**config.mk**
```make
export PLATFORM = sky130hd
export DESIGN_NAME = reset_sequencer
export DESIGN_NICKNAME = d
export VERILOG_FILES = /design/src/rtl/reset_sequencer.sv
export SDC_FILE = /design/constraint.sdc
export NUM_CORES = 1
export LEC_CHECK = 0
export ABC_AREA = 1
export CAP_MARGIN = 20
export CORE_ASPECT_RATIO = 0.8
export CORE_MARGIN = 2
export CORE_UTILIZATION = 60
export DETAILED_ROUTE_END_ITERATION = 7
export PLACE_DENSITY = 0.88
export RECOVER_POWER = 25
export SYNTH_ARGS = -nofsm -noshare
export SYNTH_HDL_FRONTEND = slang
export SYNTH_SLANG_ARGS = --single-unit
export TNS_END_PERCENT = 5
```
**constraint.sdc**
```tcl
create_clock -name clock -period 3 [get_ports clock]
set_clock_uncertainty 0.2 [all_clocks]
set_input_delay 0.75 -clock clock [delete_from_list [all_inputs] [get_ports clock]]
set_output_delay 0.75 -clock clock [all_outputs]
set_load 0.01 [all_outputs]
```
**src/rtl/reset_sequencer.sv**
```systemverilog
// Reset sequencer for the P1V core: merges pushbutton, Prop Plug and PLL lock into p1v_resn.
// Optional RESET_SEQ_CAUSE_EN builds the last-cause and reset-count registers.
module reset_sequencer #(
  parameter int DEBOUNCE_CYCLES = 160_000,
  parameter int STRETCH_CYCLES  = 8_000_000
) (
  input  logic       clock,
  input  logic       res,
  input  logic       button_n,
  input  logic       plug_resn,
  input  logic       pll_locked,
  output logic       p1v_resn,
  output logic       running,
  output logic [1:0] cause,
  output logic [7:0] reset_count
);

  localparam int DB_W = $clog2(DEBOUNCE_CYCLES + 1);
  localparam int ST_W = $clog2(STRETCH_CYCLES + 1);
  localparam logic [DB_W-1:0] DB_LAST = DB_W'(DEBOUNCE_CYCLES - 1);
  localparam logic [ST_W-1:0] ST_LAST = ST_W'(STRETCH_CYCLES - 1);

  // Bit order {lock, plug, button}; lock idles low, the two active-low pins idle high.
  localparam logic [2:0] SYNC_INIT = 3'b011;

  typedef enum logic [2:0] {
    HOLD,
    WAIT_LOCK,
    STRETCH,
    RUN,
    PLUG
  } state_t;

  wire  [2:0] sync_in;
  wire  [2:0] sync_out;
  logic       button_s;
  logic       plug_s;
  logic       lock_s;

  assign sync_in = {pll_locked, plug_resn, button_n};

  genvar gi;
  generate
    for (gi = 0; gi < 3; gi++) begin : g_sync
      logic meta_reg;
      logic sync_reg;
      always_ff @(posedge clock) begin
        if (res) begin
          meta_reg <= SYNC_INIT[gi];
          sync_reg <= SYNC_INIT[gi];
        end else begin
          meta_reg <= sync_in[gi];
          sync_reg <= meta_reg;
        end
      end
      assign sync_out[gi] = sync_reg;
    end
  endgenerate

  assign button_s = sync_out[0];
  assign plug_s   = sync_out[1];
  assign lock_s   = sync_out[2];

  logic            btn_db;
  logic [DB_W-1:0] db_cnt_reg;

  always_ff @(posedge clock) begin
    if (res) begin
      btn_db     <= 1'b1;
      db_cnt_reg <= '0;
    end else if (button_s == btn_db) begin
      db_cnt_reg <= '0;
    end else if (db_cnt_reg == DB_LAST) begin
      btn_db     <= ~btn_db;
      db_cnt_reg <= '0;
    end else begin
      db_cnt_reg <= db_cnt_reg + 1'b1;
    end
  end

  state_t          state_reg;
  state_t          state_next;
  logic            stretch_restart;
  logic [ST_W-1:0] st_cnt_reg;
  logic            p1v_resn_reg;
  logic            running_reg;

  always_comb begin
    state_next      = state_reg;
    stretch_restart = 1'b0;
    case (state_reg)
      HOLD: state_next = WAIT_LOCK;
      WAIT_LOCK: begin
        if (lock_s) state_next = STRETCH;
      end
      STRETCH: begin
        if (!lock_s) begin
          state_next = WAIT_LOCK;
        end else if (!btn_db || !plug_s) begin
          stretch_restart = 1'b1;
        end else if (st_cnt_reg == ST_LAST) begin
          state_next = RUN;
        end
      end
      RUN: begin
        if (!lock_s)      state_next = WAIT_LOCK;
        else if (!btn_db) state_next = STRETCH;
        else if (!plug_s) state_next = PLUG;
      end
      PLUG: begin
        // Plug release skips the stretch; the button still forces one.
        if (!lock_s)      state_next = WAIT_LOCK;
        else if (!btn_db) state_next = STRETCH;
        else if (plug_s)  state_next = RUN;
      end
      default: state_next = HOLD;
    endcase
  end

  always_ff @(posedge clock) begin
    if (res) begin
      state_reg    <= HOLD;
      st_cnt_reg   <= '0;
      p1v_resn_reg <= 1'b0;
      running_reg  <= 1'b0;
    end else begin
      state_reg <= state_next;
      if ((state_next != state_reg) || stretch_restart) begin
        st_cnt_reg <= '0;
      end else if (state_reg == STRETCH) begin
        st_cnt_reg <= st_cnt_reg + 1'b1;
      end
      p1v_resn_reg <= (state_next == RUN);
      running_reg  <= (state_next == RUN);
    end
  end

  assign p1v_resn = p1v_resn_reg;
  assign running  = running_reg;

`ifdef RESET_SEQ_CAUSE_EN
  logic [1:0] cause_reg;
  logic [7:0] count_reg;
  logic       leave_run;

  assign leave_run = (state_reg == RUN) && (state_next != RUN);

  always_ff @(posedge clock) begin
    if (res) begin
      cause_reg <= 2'd0;
      count_reg <= 8'd0;
    end else if (leave_run) begin
      case (state_next)
        WAIT_LOCK: cause_reg <= 2'd1;
        STRETCH:   cause_reg <= 2'd2;
        default:   cause_reg <= 2'd3;
      endcase
      if (count_reg != 8'hFF) count_reg <= count_reg + 1'b1;
    end
  end

  assign cause       = cause_reg;
  assign reset_count = count_reg;
`else
  assign cause       = 2'd0;
  assign reset_count = 8'd0;
`endif

endmodule

```
**Word level (Yosys, flattened, before mapping)**

Index checks and enable logic that the tools add are counted.

- Bits in registers: 52
- Logic and storage cells: 46

- $add $sub $neg: 2
- Equal/unequal tests: 9
- Muxes and demuxes: 14
- Bitwise logic cells: 2
- Reductions and logical operators: 8

Operators by type and width:

| kind | number |
|---|---|
| two-way mux 3 bit | 10 |
| adder 23 x 1 -> 23 bit, second input constant | 1 |
| == test 23 bit, second input constant | 1 |
| adder 18 x 1 -> 18 bit, second input constant | 1 |
| == test 18 bit, second input constant | 1 |
| one-hot mux 3 bit (5 select lines) | 1 |
| == test 3 x 2 -> 1 bit, second input constant | 3 |
| == test 3 x 1 -> 1 bit, second input constant | 1 |
| == test 3 bit, second input constant | 1 |
| zero test 3 bit | 1 |
| two-way mux 1 bit | 3 |
| != test 3 bit | 1 |
| OR reduction 3 bit | 1 |
| zero test 1 bit | 2 |
| logical OR 1 bit | 2 |
| NOT 1 bit | 2 |
| AND reduction 2 bit | 1 |
| OR reduction 2 bit | 1 |
| == test 1 bit | 1 |

**Depth between registers and ports, before layout**

Gate-level depths: netlist of the first run.

- Depth in word-level cells: 8
- Gate-level depth with buffers: 11

**Least setup slack after synthesis of the first run**

OpenSTA, ideal clock, no wires.

- Path type: register -> register
- From: register db_cnt_reg[0]
- To: register db_cnt_reg[9]
- Setup time: 0.114 ns
- Arrival: 1.467 ns
- Required time: 2.686 ns
- Setup slack: 1.218 ns
- Cell stages (with the launch flop): 10
- Buffers on the path: 1
- Cells stage by stage: dfxtp_1 ha_1 nand2_1 nor2_1 nand4_1 inv_1 nand2_1 nand3_1 buf_4 nor2_1

- Longest elaborated chain between the ends: 2
- Elaborated cells on any way between the ends: 3
- Classes of those cells: 1 x add/sub; 1 x eq/ne; 1 x reduce/logical

RTL lines:

| item | RTL line | RTL |
|---|---|---|
| start, declared | 65 | `logic [DB_W-1:0] db_cnt_reg;` |
| start signal, assigned | 77 | `db_cnt_reg <= db_cnt_reg + 1'b1;` |
| parallel branches: the longest is 2 deep, another holds adder 18 x 1 -> 18 bit | -- |  |

Several ways; the timed one is not identified.
A chain may end at the register's enable or synchronous reset.

**Worst setup path after layout of the first run**

- From: register state_reg[1]
- To: register st_cnt_reg[7]

- Longest elaborated chain between the ends: 7
- Elaborated cells on any way between the ends: 20
- Classes of those cells: 5 x eq/ne; 12 x mux; 3 x reduce/logical

RTL lines:

| item | RTL line | RTL |
|---|---|---|
| start, declared | 81 | `state_t state_reg;` |
| start signal, assigned | 127 | `state_reg <= state_next;` |
| two-way mux 3 bit, on equally long branches | 114, 101, 108 |  |
| two-way mux 3 bit, on equally long branches | 113, 107, 99 |  |
| two-way mux 3 bit, on equally long branches | 112, 106, 97 |  |
| one-hot mux 3 bit (5 select lines) | 91 | `case (state_reg)` |
| != test 3 bit | 128 | `if ((state_next != state_reg) \|\| stretch_restart) begin` |
| logical OR 1 bit | 128 |  |
| OR reduction 2 bit (no source line) | -- |  |
| end signal, assigned | 131 | `st_cnt_reg <= st_cnt_reg + 1'b1;` |
| end, declared | 84 | `logic [ST_W-1:0] st_cnt_reg;` |

Parallel ways exist; a longest one is shown, timed or not.

==> flow_summary.yaml, run 1 <==
status:
  status: "finished, final reports clean"
clocking:
  cts_root_buf: "clkbuf_8"
  clkSinkCount: 52
  cts_tree: "yes"
  ctsHoldBuffers: 0
  htree_levels: 2
  insertion_delay_ns: 0.31
  cts_setup_buffers: 0
  cts_buffers: 5
  cts_resized: 0
  clockBufferDepth: 2
  path_clk_slew_ns: 0.08
worst_setup_path:
  r2r_cells: 9
  r2r_slack_ns: 0.53
  worstReg2RegEnd: "st_cnt_reg[7]"
  slowest_delay_ns: 0.48
  critPathLaunchType: "flip-flop"
  critical_path_buf_inv_count: 1
  crit_family: "simple AND/OR/NAND/NOR gates"
  crit_type: "flip-flop to flip-flop"
  arrival_ns: 2.52
  path_cells: "nand3_2, nor2_1, nand2_2, nor2_4, nand2_2, nand3_2, nand3_2, buf_12, nor2_2"
  slowest_stage: "dfxtp_1"
  cp-end-kind: "flip-flop"
  cp_max_fo: 13
  cpMostUsedCell: "nand3_2"
  r2r_start: "state_reg[1]"
  critical_path_required_ns: 3.05
floorplan:
  die-area_sq_um: 5210
  coreArea_sq_um: 4510
  die_w_um: 80.2
  die_h_um: 64.9
  start_util_pct: 61.7
  ios: 17
  row_count: 22
sta:
  fmax_mhz: 405
  rsz0062_at_grt: "no"
  tns_ns: 0
  setup_viol: 0
  hold_violations: 0
  slew_violations: 0
  post-route-period-util_pct: 82.2
  layout_min_cycle_time_ns: 2.47
grt:
  grt_max_degree: 16
  grt_overflow: 0
  grt_pass1_vias: 2102
  grt_use_total_pct: 21.7
  antenna_found_initial: 0
  grt_pass1_wl_mm: 8.88
detailed_routing:
  drc: 0
  drt-initial-drc-count: 216
  avgRoutedWirePerCell_um: 10.9
  wl_mm: 5.06
  routed-via-count: 2320
  viasPerCell: 5.01
  ant_nets: 0
  drt-pass1-iter-count: 4
cells_and_area:
  diodes: 0
  nets: 409
  largest_reg_flops: 23
  area_delta_synth_final_pct: 6.38
  layout-drive-gt1-share_pct: 12.4
place:
  gp_congestion: 0.935
  dp.final_hpwl_mm: 3.69
  io_buffers: 6
synth:
  avgSynthCellArea_sq_um: 7.09
  seq_area_frac_synth_pct: 37.4
  synth-seq-cells: 52
  synth_area_sq_um: 2790
  postSynthCellCount: 393
  yosysUniqueCellTypes: 31
  ys.warnings.count: 0
worst_hold_path:
  hold_class: "flip-flop to flip-flop"
  whs_path_depth: 1
  hold_path.startpoint: "g_sync[1].meta_reg"
  hold_path_end: "g_sync[1].sync_reg"
flow_run:
  cap_violations: 0
power_and_ir_drop:
  fin_total_pwr_mw: 1.22
  peakVddDrop_mv: 0.408
  p_leak_nw: 1.08
  powerDensity_nw_per_um2: 413
==> how the worst max path moves through the flow <==
| stage | startpoint | end | slack, ns | cells after the start |
|---|---|---|---|---|
| after CTS | state_reg[1] | st_cnt_reg[12] | 0.58 | 9 |
| after global placement | res | st_cnt_reg[17] | 0.52 | 7 |
| after global routing | state_reg[1] | st_cnt_reg[7] | 0.35 | 9 |
| final | state_reg[1] | st_cnt_reg[7] | 0.53 | 9 |
| after floorplan | db_cnt_reg[0] | db_cnt_reg[9] | 1.22 | 9 |
| after detailed placement | res | st_cnt_reg[12] | 0.47 | 7 |
==> per-layer routing <==
| metal | track usage, % | share of wire [%] |
|---|---|---|
| met4 | 7.84 | 1.5 |
| met5 | 0 | 0 |
| met2 | 34.7 | 44 |
| met1 | 28.6 | 48 |
| met3 | 5.29 | 6.4 |
==> through the flow <==
| stage | instances | area (sq um) | hold slack (ns) | setup WS (ns) | util (%) |
|---|---|---|---|---|---|
| after global placement | 455 | 2860 | 0.190 | 0.519 | 63.4 |
| after floorplan | 402 | 2820 | 0.188 | 1.22 | - |
| after detailed placement | 455 | 2860 | 0.193 | 0.467 | 63.4 |
| after CTS | 463 | 2970 | 0.214 | 0.577 | 65.8 |
| after global routing | 463 | 2960 | 0.226 | 0.346 | 65.6 |
| final | 463 | 2960 | 0.212 | 0.533 | 65.6 |
==> cells in the mapped netlist, drive strengths merged <==
library cell / number / area share, %
a211oi: 1 / 0.27
a21oi: 6 / 1.1
a31oi: 1 / 0.22
and3: 1 / 0.22
buf: 15 / 4.4
clkbuf: 1 / 0.13
conb: 1 / 0.13
dfxtp: 52 / 37
ha: 2 / 0.90
inv: 50 / 6.7
mux2i: 5 / 1.8
nand2: 87 / 12
nand3: 22 / 4.5
nand3b: 3 / 0.81
nand4: 4 / 0.90
nor2: 85 / 14
nor3: 18 / 3.4
nor3b: 4 / 1.1
o21ai: 5 / 0.90
o21bai: 1 / 0.27
or2: 5 / 1.1
xnor2: 5 / 1.6
xor2: 19 / 6.0
==> placed cells by master (no fill, tap or decap), types with 2 or more instances in the layout <==
cell and n:
nand2_1 84, nor2_1 58, dfxtp_1 52, inv_1 48
nor2_2 26, nand3_1 19, xor2_1 19, nor3_1 17
conb_1 10, a21oi_1 6, mux2i_1 5, or2_2 5
xnor2_1 5, clkbuf_8 5, clkdlybuf4s50_1 5, nand4_1 4
o21ai_0 4, nor3b_1 4, nand3_2 3, nand2_2 3
nand3b_1 3, inv_2 2, ha_1 2, clkbuf_1 2
==> power by group <==
group	total (mW)	switching [mW]	internal, mW
Clock	0.473	0.225	0.248
Combinational	0.0519	0.0336	0.0183
Sequential	0.700	0.00518	0.695
==> cells by family after synthesis <==
family / Yosys count / synth area share [%]
AO/OA/AOI/OAI: 14 / 2.74
XOR/XNOR: 24 / 7.55
adder cells (fa/ha/maj): 2 / 0.898
buffers and inverters: 66 / 11.3
flip-flops: 52 / 37.4
multiplexers: 5 / 1.80
other: 1 / 0.135
AND/OR/NAND/NOR: 229 / 38.2
==> final cells by class <==
class / count / area [sq um]
fillers: 371 / 1550
multi-input cells: 284 / 1460
flip-flops and latches: 52 / 1040
inverters: 50 / 188
repair buffers: 9 / 91.3
well taps: 60 / 75.1
clock buffers: 6 / 72.6
clock inverters: 2 / 35.0
==> worst reg2reg max path: stages (launching register included) <==
cell	delay [ns]
dfxtp_1	0.48
nand3_2	0.35
nor2_1	0.28
nand2_2	0.12
nor2_4	0.12
nand2_2	0.08
nand3_2	0.07
nand3_2	0.34
buf_12	0.30
nor2_2	0.07
(Power assumes the default switching activity.)
==> inputs of run 2 (changes only) <==
--- a/config.mk
+++ b/config.mk
@@ -9,9 +9,9 @@
 export CAP_MARGIN = 20
 export CORE_ASPECT_RATIO = 0.8
 export CORE_MARGIN = 2
-export CORE_UTILIZATION = 60
+export CORE_UTILIZATION = 53
 export DETAILED_ROUTE_END_ITERATION = 7
-export PLACE_DENSITY = 0.88
+export PLACE_DENSITY = 0.83
 export RECOVER_POWER = 25
 export SYNTH_ARGS = -nofsm -noshare
 export SYNTH_HDL_FRONTEND = slang
==> constraint.sdc (replaced) <==
create_clock -name clock -period 2 [get_ports clock]
set_clock_uncertainty 0.2 [all_clocks]
set_input_delay 0.5 -clock clock [delete_from_list [all_inputs] [get_ports clock]]
set_output_delay 0.5 -clock clock [all_outputs]
set_load 0.01 [all_outputs]
==> flow_summary.yaml, run 2 (synthesized netlist as in run 1, its figures left out) <==
detailed_routing:
  ant_nets: 0
  drt-pass1-iter-count: 4
  drt-initial-drc-count: 99
  wl_mm: 5.04
  viasPerCell: 4.96
  drc: 0
  routed-via-count: 2329
  avgRoutedWirePerCell_um: 10.7
floorplan:
  ios: 17
  die_h_um: 68.8
  start_util_pct: 55.3
  die-area_sq_um: 5850
  row_count: 23
  coreArea_sq_um: 5040
  die_w_um: 85.1
worst_setup_path:
  worstReg2RegEnd: "db_cnt_reg[2]"
  critical_path_required_ns: 1.30
  cp-end-kind: "output port"
  r2r_cells: 9
  cp_max_fo: 2
  slowest_stage: "clkdlybuf4s50_1"
  r2r_slack_ns: 0.12
  critical_path_buf_inv_count: 1
  path_cells: "clkdlybuf4s50_1"
  crit_type: "flip-flop to output port"
  r2r_start: "db_cnt_reg[0]"
  crit_family: "buffers and inverters"
  arrival_ns: 1.20
  critPathLaunchType: "flip-flop"
  slowest_delay_ns: 0.54
place:
  dp.cells: 461
  place_area_sq_um: 2890
  dp.final_hpwl_mm: 3.68
  io_buffers: 6
  gp_congestion: 0.854
worst_hold_path:
  whs_path_depth: 2
  hold_path_end: "g_sync[2].sync_reg"
  hold_path.startpoint: "g_sync[2].meta_reg"
  hold_class: "flip-flop to flip-flop"
clocking:
  insertion_delay_ns: 0.32
  cts_root_buf: "clkbuf_8"
  clkSinkCount: 52
  cts_buffers: 5
  cts_tree: "yes"
  ctsHoldBuffers: 0
  htree_levels: 2
  path_clk_slew_ns: 0.09
  clockBufferDepth: 2
sta:
  layout_min_cycle_time_ns: 1.90
  fmax_mhz: 527
  post-route-period-util_pct: 94.8
  setup_viol: 0
  hold_violations: 0
  slew_violations: 0
cells_and_area:
  layout_commonest_cell: "nand2_1"
  area_delta_synth_final_pct: 8.89
  layout_common_cells: "nand2_1 (84), nor2_1 (55), dfxtp_1 (51)"
  diodes: 0
  nets: 414
  final_area_sq_um: 3030
  nFillCells: 447
  layoutNonFillerInstCount: 470
  largest_reg_flops: 23
  layout-drive-gt1-share_pct: 14.7
power_and_ir_drop:
  powerDensity_nw_per_um2: 624
  p_leak_nw: 1.11
  peakVddDrop_mv: 0.432
status:
  status: "finished, final reports clean"
grt:
  grt_max_degree: 24
  antenna_found_initial: 0
  grt_use_total_pct: 19.2
  grt_pass1_wl_mm: 8.89
  grt_overflow: 0
  grt_pass1_vias: 2111
flow_run:
  cap_violations: 0
run 2: cell count changes in the layout (fill, tap and decap cells not counted), sizes merged:
cell / before / now
buf: 2 / 7
run 2: final cells by class:
type / count / area [sq um] / area share (%)
repair buffers: 14 / 129 / 4.25
well taps: 62 / 77.6 / 2.56
clock buffers: 6 / 82.6 / 2.72
clock inverters: 2 / 38.8 / 1.28
multi-input cells: 284 / 1480 / 48.6
flip-flops and latches: 52 / 1040 / 34.4
inverters: 50 / 188 / 6.19
run 2: timing repair:
item,4_1_cts,5_1_grt
gates resized for setup,0,4
endpoints found under the setup margin,0,36
buffers inserted,0,1
run 2: layer usage:
layer	vias up	global-route usage, %	part of all wire, %
li1	1219	-	-
met2	46	32.6	45
met1	1062	24.2	49
met3	2	5.12	4.7
met5	-	0	0
met4	0	6.15	0.83
run 2: worst max-delay path by stage:
stage                        startpoint              to  slack (ns)  depth (start not counted)
final                           running         running        0.10                          1
after global routing      db_cnt_reg[0]   db_cnt_reg[5]       -0.03                          9
after CTS                  state_reg[1]   st_cnt_reg[1]        0.09                         10
after detailed placement            res  st_cnt_reg[10]        0.10                          7
after global placement              res   st_cnt_reg[1]        0.12                          7
after floorplan           db_cnt_reg[0]   db_cnt_reg[9]        0.22                          9
run 2: where the power goes:
part           total [mW]  switching (mW)  internal (mW)  leakage, nW
Sequential           1.05         0.00751           1.04        0.421
Clock               0.763           0.354          0.410       0.0614
Combinational      0.0786          0.0496         0.0290        0.623
Total                1.89           0.411           1.48         1.11
run 2: through the flow:
stage          total power, mW  util (%)  setup TNS [ns]  hold WS [ns]  setup WS (ns)
2_1_floorplan             1.15         -               0         0.188          0.218
6_report                  1.89      60.2               0         0.209          0.104
4_1_cts                   1.92      59.9               0         0.212         0.0850
3_3_place_gp              1.15      57.5               0         0.190          0.118
5_1_grt                   1.96      60.2          -0.221         0.227        -0.0278
3_5_place_dp              1.15      57.5               0         0.194          0.104
==> inputs of run 3 (changes only) <==
--- a/config.mk
+++ b/config.mk
@@ -9,9 +9,9 @@
 export CAP_MARGIN = 20
 export CORE_ASPECT_RATIO = 0.8
 export CORE_MARGIN = 2
-export CORE_UTILIZATION = 53
+export CORE_UTILIZATION = 46
 export DETAILED_ROUTE_END_ITERATION = 7
-export PLACE_DENSITY = 0.83
+export PLACE_DENSITY = 0.75
 export RECOVER_POWER = 25
 export SYNTH_ARGS = -nofsm -noshare
 export SYNTH_HDL_FRONTEND = slang
==> flow_summary.yaml, run 3 (synthesized netlist as in run 1, its figures left out) <==
cells_and_area:
  regArea_sq_um: 1050
  diodes: 0
  nFillCells: 603
  area_delta_synth_final_pct: 8.85
  layout_commonest_cell: "nand2_1"
  multi_input_area_sq_um: 1480
  layout_common_cells: "nand2_1 (84), nor2_1 (55), inv_1 (48), dfxtp_1 (48), nor2_2 (29)"
  largest_reg_flops: 23
  nets: 413
  layout-drive-gt1-share_pct: 15.2
floorplan:
  ios: 17
  die_w_um: 91.0
  coreArea_sq_um: 5880
  die_h_um: 73.6
  row_count: 25
  start_util_pct: 47.4
  die-area_sq_um: 6700
worst_setup_path:
  crit_family: "buffers and inverters"
  worstReg2RegEnd: "st_cnt_reg[16]"
  critPathLaunchType: "flip-flop"
  arrival_ns: 1.19
  cp_max_fo: 2
  r2r_cells: 11
  crit_type: "flip-flop to output port"
  cp-end-kind: "output port"
  path_cells: "clkdlybuf4s50_1"
  critical_path_required_ns: 1.30
  r2r_start: "st_cnt_reg[1]"
  slowest_delay_ns: 0.54
  slowest_stage: "clkdlybuf4s50_1"
  r2r_slack_ns: 0.13
  critical_path_buf_inv_count: 1
worst_hold_path:
  hold_path.startpoint: "g_sync[2].meta_reg"
  hold_path_end: "g_sync[2].sync_reg"
  whs_path_depth: 2
  hold_class: "flip-flop to flip-flop"
grt:
  grt_use_total_pct: 15.8
  grt_pass1_vias: 2118
  grt_max_degree: 24
  grt_pass1_wl_mm: 8.83
  antenna_found_initial: 0
  grt_overflow: 0
power_and_ir_drop:
  switching_share_pct: 23.0
  p_sw_uw: 405
  p_comb_share_pct: 4.5
  powerDensity_nw_per_um2: 581
  seqPwrFrac_pct: 59.7
  fin_total_pwr_mw: 1.76
  p_int_mw: 1.36
  pwr-share-clk_pct: 35.8
  p_leak_nw: 1.09
  peakVddDrop_mv: 0.349
clocking:
  clockBufferDepth: 2
  htree_levels: 2
  cts_tree: "yes"
  cts_buffers: 5
  clkSinkCount: 52
  path_clk_slew_ns: 0.10
  cts_root_buf: "clkbuf_8"
  cts_setup_buffers: 0
  insertion_delay_ns: 0.31
  ctsHoldBuffers: 0
  cts_resized: 0
detailed_routing:
  drc: 0
  routed-via-count: 2257
  drt-initial-drc-count: 62
  viasPerCell: 4.63
  ant_nets: 0
  wl_mm: 4.87
  drt-pass1-iter-count: 5
  avgRoutedWirePerCell_um: 9.99
place:
  io_buffers: 6
  dp_slack_ns: 0.107
  gp_congestion: 0.908
  dp.final_hpwl_mm: 3.66
flow_run:
  cap_violations: 0
sta:
  slew_violations: 0
  hold_violations: 0
  layout_min_cycle_time_ns: 1.89
  setup_viol: 0
  post-route-period-util_pct: 94.7
  setup_slack_ns: 0.106
  fmax_mhz: 528
status:
  status: "finished, final reports clean"
[run 3: cell types whose count changed in the layout (fill, tap and decap cells not counted), sizes merged]
| cell | delta |
|---|---|
| inv | +1 |
| bufinv | -1 |
| buf | -1 |
[run 3: stage by stage]
step | cells | hold WS [ns] | util (%) | instance area [sq um] | TNS, ns
after floorplan | 402 | 0.188 | - | 2820 | 0
after global placement | 480 | 0.191 | 49.6 | 2920 | 0
after detailed placement | 480 | 0.204 | 49.6 | 2920 | 0
after CTS | 488 | 0.225 | 51.3 | 3010 | 0
after global routing | 488 | 0.243 | 51.6 | 3030 | -0.00747
final | 488 | 0.219 | 51.6 | 3030 | 0
[run 3: worst register-to-register path, cell delays in order, from the launching register on]
cell     delay, ns
dfxtp_1       0.37
ha_1          0.18
nand2_1       0.07
nor2_2        0.16
nand2_2       0.11
nor2_4        0.12
nand2_2       0.08
nand2_2       0.07
nand2_1       0.06
nand3_2       0.09
buf_12        0.19
nor2_2        0.05
[run 3: layout make-up]
cell class,count,area share (%)
clock buffer,6,2.72
clock inverter,2,0.454
inverter,50,6.19
multi-input combinational,284,48.7
tap,81,3.34
timing repair buffer,13,4.13
sequential,52,34.5
[run 3: power groups by stage]
| stage | Clock [mW] | Sequential [mW] | Combinational, mW |
|---|---|---|---|
| final | 0.631 | 1.05 | 0.0787 |
| after global routing | 0.692 | 1.05 | 0.0883 |
| after CTS | 0.654 | 1.05 | 0.0795 |
| after detailed placement | 0 | 1.07 | 0.0792 |
| after global placement | 0 | 1.07 | 0.0776 |
| after floorplan | 0 | 1.07 | 0.0734 |
[run 3: metal layers]
layer	global-route usage, %	up-vias	share of wire [%]
met2	25.6	45	42
met5	0	-	0
met3	3.28	8	3.8
met1	21.0	988	53
met4	6.23	0	1.3
li1	-	1216	-
[run 3: worst max-delay path by stage]
stage | startpoint | depth (start not counted) | end
finish | running | 1 | running
global route | st_cnt_reg[1] | 11 | st_cnt_reg[19]
CTS | running | 1 | running
detailed placement | res | 7 | st_cnt_reg[11]
global placement | res | 7 | st_cnt_reg[2]
floorplan | db_cnt_reg[0] | 9 | db_cnt_reg[9]
